<file path="src/rtl/tis_pkg.sv">
// Shared definitions for the core-complex stream blocks: word and length types,
// the sink-lane state encoding and the saturating counter helper.
package tis_pkg;

   localparam int W      = 11;
   localparam int MAXLEN = 39;

   typedef logic signed [W-1:0] word_t;
   typedef logic [5:0]          len_t;

   typedef enum logic [1:0] {
      WAIT = 2'd0,
      ACK  = 2'd1,
      FULL = 2'd2
   } lane_state_t;

   // Result counters stick at all-ones instead of wrapping.
   function automatic logic [7:0] sat_add8(input logic [7:0] a, input logic [7:0] b);
      logic [8:0] sum_v;
      sum_v = {1'b0, a} + {1'b0, b};
      if (sum_v[8]) begin
         return 8'hFF;
      end else begin
         return sum_v[7:0];
      end
   endfunction

endpackage

</file>
<file path="src/rtl/outlane.sv">
// One sink lane: accepts a value from its down port every other cycle, compares it
// against the lane's expected stream and stops for good once the stream is complete.
module outlane
   import tis_pkg::*;
#(
   parameter int W      = 11,
   parameter int MAXLEN = 39
)
(
   input  logic                     clk,
   input  logic                     rst,
   input  len_t                     length,
   input  logic [MAXLEN-1:0][W-1:0] data,
   input  logic                     wready,
   input  logic [W-1:0]             down,
   output logic                     read,
   output logic                     hit,
   output logic                     miss,
   output logic                     full
);

   localparam len_t MAXLEN_L = len_t'(MAXLEN);

   lane_state_t state_r;
   lane_state_t next_s;
   len_t        idx_r;
   len_t        idx_next_s;
   len_t        sel_s;
   logic        read_r;
   logic        accept_s;
   logic        match_s;

   // Next-state, index advance and accept/compare decision.
   always_comb begin
      next_s     = state_r;
      idx_next_s = idx_r;
      accept_s   = 1'b0;
      if (idx_r < MAXLEN_L) begin
         sel_s = idx_r;
      end else begin
         sel_s = 6'd0;
      end
      match_s = ($signed(down) == $signed(data[sel_s]));
      case (state_r)
         WAIT: begin
            if (wready && (idx_r < length)) begin
               accept_s   = 1'b1;
               next_s     = ACK;
               idx_next_s = idx_r + 6'd1;
            end else begin
               next_s = WAIT;
            end
         end
         ACK: begin
            // idx already points past the value just taken
            if (idx_r == length) begin
               next_s = FULL;
            end else begin
               next_s = WAIT;
            end
         end
         FULL: begin
            next_s = FULL;
         end
         default: begin
            next_s = WAIT;
         end
      endcase
   end

   // Lane state, index and read strobe registers.
   always_ff @(posedge clk) begin
      if (!rst) begin
         state_r <= (length == 6'd0) ? FULL : WAIT;
         idx_r   <= 6'd0;
         read_r  <= 1'b0;
      end else begin
         state_r <= next_s;
         idx_r   <= idx_next_s;
         read_r  <= accept_s;
      end
   end

   // Hit/miss are qualified by the accepting edge so the counters land on that edge.
   assign hit  = accept_s & match_s;
   assign miss = accept_s & ~match_s;
   assign read = read_r;
   assign full = (state_r == FULL);

endmodule

</file>
<file path="src/rtl/outrow_check.sv">
// Output-row sink: one checking lane per down port plus the saturating
// correct/count/errors tallies and the all-lanes-complete flag.
module outrow_check
   import tis_pkg::*;
#(
   parameter int LANES  = 4,
   parameter int W      = 11,
   parameter int MAXLEN = 39
)
(
   input  logic                           clk,
   input  logic                           rst,
   input  logic [LANES-1:0][5:0]          length,
   input  logic [LANES*MAXLEN-1:0][W-1:0] data,
   input  logic [LANES-1:0]               wready,
   input  logic [LANES-1:0][W-1:0]        down,
   output logic [LANES-1:0]               read,
   output logic [7:0]                     correct,
   output logic [7:0]                     count,
   output logic [7:0]                     errors,
   output logic                           done
);

   logic [LANES-1:0] hit_s;
   logic [LANES-1:0] miss_s;
   logic [LANES-1:0] full_s;
   logic [7:0]       nhit_s;
   logic [7:0]       nmiss_s;
   logic [7:0]       nacc_s;
   logic [7:0]       correct_r;
   logic [7:0]       count_r;
   logic [7:0]       errors_r;
   logic             done_r;

   for (genvar i = 0; i < LANES; i++) begin : g_lane
      outlane #(
         .W      (W),
         .MAXLEN (MAXLEN)
      ) u_lane (
         .clk    (clk),
         .rst    (rst),
         .length (length[i]),
         .data   (data[i*MAXLEN +: MAXLEN]),
         .wready (wready[i]),
         .down   (down[i]),
         .read   (read[i]),
         .hit    (hit_s[i]),
         .miss   (miss_s[i]),
         .full   (full_s[i])
      );
   end

   // Population counts of this edge's hits and misses across all lanes.
   always_comb begin
      nhit_s  = 8'd0;
      nmiss_s = 8'd0;
      for (int i = 0; i < LANES; i++) begin
         nhit_s  = nhit_s + {7'd0, hit_s[i]};
         nmiss_s = nmiss_s + {7'd0, miss_s[i]};
      end
      nacc_s = nhit_s + nmiss_s;
   end

   // Saturating result counters and the registered completion flag.
   always_ff @(posedge clk) begin
      if (!rst) begin
         correct_r <= 8'd0;
         count_r   <= 8'd0;
         errors_r  <= 8'd0;
         done_r    <= 1'b0;
      end else begin
         correct_r <= sat_add8(correct_r, nhit_s);
         count_r   <= sat_add8(count_r, nacc_s);
         errors_r  <= sat_add8(errors_r, nmiss_s);
         done_r    <= &full_s;
      end
   end

   assign correct = correct_r;
   assign count   = count_r;
   assign errors  = errors_r;
   assign done    = done_r;

endmodule
</file>
<file path="config.mk">
export PLATFORM = sky130hd
export DESIGN_NAME = outrow_check
export DESIGN_NICKNAME = d
export VERILOG_FILES = /design/src/rtl/tis_pkg.sv /design/src/rtl/outlane.sv /design/src/rtl/outrow_check.sv
export SDC_FILE = /design/constraint.sdc
export NUM_CORES = 1
export LEC_CHECK = 0
export ABC_CLOCK_PERIOD_IN_PS = 14790
export CAP_MARGIN = 40
export CORE_AREA = 2 2 705 707
export DETAILED_ROUTE_END_ITERATION = 10
export DIE_AREA = 0 0 707 709
export DONT_BUFFER_PORTS = 1
export PLACE_DENSITY = 0.3
export SETUP_SLACK_MARGIN = 0.15
export SYNTH_ARGS = -nofsm -noshare
export SYNTH_HDL_FRONTEND = slang
export SYNTH_HIERARCHICAL = 1
export SYNTH_SLANG_ARGS = --single-unit
</file>
<file path="constraint.sdc">
create_clock -name clk -period 14.79 [get_ports clk]
set_input_delay 2.958 -clock clk [delete_from_list [all_inputs] [get_ports clk]]
set_output_delay 2.958 -clock clk [all_outputs]
set_load 0.02 [all_outputs]
</file>
==> impl_metrics.toml <==
[run_status]
run_status = "finished, violations left"
failing_checks = "antenna rules"

[routing]
routedWlPerCell_um = 38.18
post_drt_via_cell_ratio = 3.325
drcViolationCount = 0
routed_wl_um = 371500
drt_first_iter_violations = 3942
dr_total_vias = 32350
1st_pass_router_iterations = 8
ant_nets = 4

[layout]
final_net_count = 4958
mostFrequentLayoutCell = "sky130_fd_sc_hd__nand2_1"
multiInputGateArea_um2 = 19880
final_area_um2 = 32390
area_delta_synth_final_pct = 45.00
drive_above_1_share_pct = 19.29
regArea_um2 = 1170
layout.cells.most_common_list = "349 x sky130_fd_sc_hd__nand2_1, 235 x sky130_fd_sc_hd__buf_4, 205 x sky130_fd_sc_hd__mux2i_1, 156 x sky130_fd_sc_hd__o21ai_0, 143 x sky130_fd_sc_hd__nor2_1"
n_fill_cell = 58230

[floorplanning]
fp.dieArea_um2 = 501300
core_area_um2 = 492900
dieWidth_um = 707
initial_cell_density_of_the_core_pct = 4.532
top_level_ports = 1819
dieHeight_um = 709
placementRows = 258

[power]
pwr_density_cell_nw_per_um2 = 52.33
vdd_ir_drop_max_mv = 0.04869
static-leakage-power_nw = 8.406

[global_route]
first_global_vias = 30130
grt_overflow_total = 0
global_route.usage.total_pct = 14.00
grt_pass1_wl_um = 435500
grt_antenna_before_repair = 290
grt_start_max_net_pins = 99

[sta]
timing_hold_violations_final = 0
timing.final.max_slew_violations = 0
slew-limit-headroom_pct = 18.54
holdWs_ns = 0.5833
period_needed_ns = 9.551
final.setup_skew_ns = 0.03853
finalSetupViolCount = 0
tightest_slew_ns = 1.222
finalSetupTns_ns = 0
max_clock_freq_mhz = 104.7
final_min_period_over_clock_period_pct = 64.58
postLayoutSetupSlackWorst_ns = 5.239
rsz0062_at_grt = "no"

[clock_network]
cts.root.buffer_cell = "sky130_fd_sc_hd__clkbuf_16"
clk_transition_reported_paths_ns = 0.08
cts_buffers = 13
cts-hold-fix-buffers = 0
cts_max_level = 3
cts.sinks = 57
post_cts_resize_count = 0
cts_tree = "done"
cts-root-to-sink-buffers = 3
clock_latency_ns = 0.55
postCtsSetupRepairBufs = 0

[synth]
synthesis.instances = 3112
synth_net_count = 4952
ys_dominant_reg_cell = "sky130_fd_sc_hd__dfxtp_1"
synthesis.area_per_instance_um2 = 7.178
mappedNetlistArea_um2 = 22340
synth.lib_cells_used.distinct = 91
async_flop_share_pct = 0
yosys_warnings = 6
synth.yosys.seq_area_share_pct = 5.108
synth-seq-cells = 57
synth_enable_flop_cells = 0

[worst_setup_path]
timing.critical_path.mode_cell = "sky130_fd_sc_hd__ha_1"
cell_at_the_slowest_stage_of_the_critical_path = "sky130_fd_sc_hd__o22ai_1"
timing.critical_path.to_type = "register"
critical-path-max-stage-delay_ns = 0.88
arrival_ns = 9.96
path_delay_family = "compound AO/OA/AOI/OAI gates"
crit_type = "reg -> reg"
cp-start-kind = "register"
critical_path_required_ns = 15.20
timing.critical_path.buf_inv = 4
crit_fanout = 42

[place]
place_ws_ns = 5.253
dpl.hpwl_um = 334100
place_congestion = 1.038
dpl-instance-area_um2 = 31660
portBuffers = 0

[min_path]
worst_hold_path_type = "reg -> reg"

[job]
cap_violations = 0
==> power breakdown <==
| group | leakage (nW) | switching [W] | internal, W | total [W] |
|---|---|---|---|---|
| registers | 0.471 | 0.0000382 | 0.000165 | 0.000203 |
| logic | 7.75 | 0.000801 | 0.000357 | 0.00116 |
| clock network | 0.189 | 0.000154 | 0.000180 | 0.000334 |
==> per-layer routing <==
metal / wire, um / share of wire [%] / GRT usage [%]
met4: 16780 / 4.5 / 5.461
met2: 166300 / 45 / 22.12
met5: 847 / 0.23 / 0.009613
met3: 43150 / 12 / 6.125
met1: 144400 / 39 / 16.56
==> stage by stage <==
step	total power [W]	util, %	std cells
after global placement	0.001343	6.286	9531
after floorplan	0.0007492	-	3112
after global routing	0.001777	6.555	9698
final	0.001695	6.571	9730
after detailed placement	0.001362	6.423	9594
after CTS	0.001740	6.500	9611
==> registers in the layout, indices dropped and copies added, names as in the netlist <==
register               flops
g_lane.u_lane/read         4
count                      8
g_lane.u_lane/state_r      4
g_lane.u_lane/idx_r       24
errors                     8
done                       1
correct                    8
==> final timing paths <==
path / start / to / slack (ns) / cells past startpoint
worst max-delay path: g_lane[1].u_lane/idx_r[0] / count[3] / 5.24 / 25
worst min-delay path: errors[5] / errors[6] / 0.58 / 2
worst max register to register: g_lane[1].u_lane/idx_r[0] / count[3] / 5.24 / 25
worst min register to register: errors[5] / errors[6] / 0.58 / 2
==> synthesized netlist by cell type (41+ instances only) <==
cell / count / area (um^2)
sky130_fd_sc_hd__nand4_1: 61 / 381.6
sky130_fd_sc_hd__mux2_2: 88 / 991.0
sky130_fd_sc_hd__a21oi_1: 95 / 475.5
sky130_fd_sc_hd__ha_1: 43 / 538.0
sky130_fd_sc_hd__nor2_1: 154 / 578.1
sky130_fd_sc_hd__a31oi_1: 56 / 350.3
sky130_fd_sc_hd__a311oi_1: 41 / 359.1
sky130_fd_sc_hd__and3_1: 48 / 300.3
sky130_fd_sc_hd__nand2b_1: 48 / 300.3
sky130_fd_sc_hd__o211ai_1: 69 / 518.0
sky130_fd_sc_hd__nor2b_1: 57 / 356.6
sky130_fd_sc_hd__a221oi_1: 104 / 910.9
sky130_fd_sc_hd__clkbuf_1: 97 / 364.1
sky130_fd_sc_hd__nand2_1: 349 / 1310
sky130_fd_sc_hd__a211oi_1: 104 / 780.8
sky130_fd_sc_hd__o21ai_0: 162 / 810.8
sky130_fd_sc_hd__mux2i_1: 205 / 2052
sky130_fd_sc_hd__buf_2: 121 / 605.6
sky130_fd_sc_hd__nor3_1: 59 / 295.3
sky130_fd_sc_hd__o221ai_1: 56 / 490.5
sky130_fd_sc_hd__nand3_1: 111 / 555.5
sky130_fd_sc_hd__o22ai_1: 85 / 531.8
sky130_fd_sc_hd__inv_1: 70 / 262.8
sky130_fd_sc_hd__dfxtp_1: 57 / 1141
==> logic make-up after synthesis <==
kind of cell               count (synthesis)  share of synthesized area (%)
muxes                                    329                          17.25
xor gates and xnor gates                  54                          2.117
and+or+nand+nor                         1053                          23.60
AOI/OAI and AO/OA                       1204                          41.13
adders and majority gates                 50                          3.036
buffers and inverters                    365                          7.752
DFF                                       57                          5.108
==> worst min-delay path: stages, from the launching register on <==
cell and delay [ns]:
sky130_fd_sc_hd__dfxtp_1 0.35, sky130_fd_sc_hd__o2111ai_2 0.12, sky130_fd_sc_hd__a211oi_1 0.08
==> cell type report <==
cell class	instances	area share [%]
Inverter	80	0.9271
Timing Repair Buffer	276	6.953
Clock buffer	17	1.178
Sequential cell	57	3.612
Tap cell	6500	25.11
Antenna cell	110	0.8498
Multi-Input combinational cell	2690	61.37
Note: power is estimated with default switching activity, not from simulation.
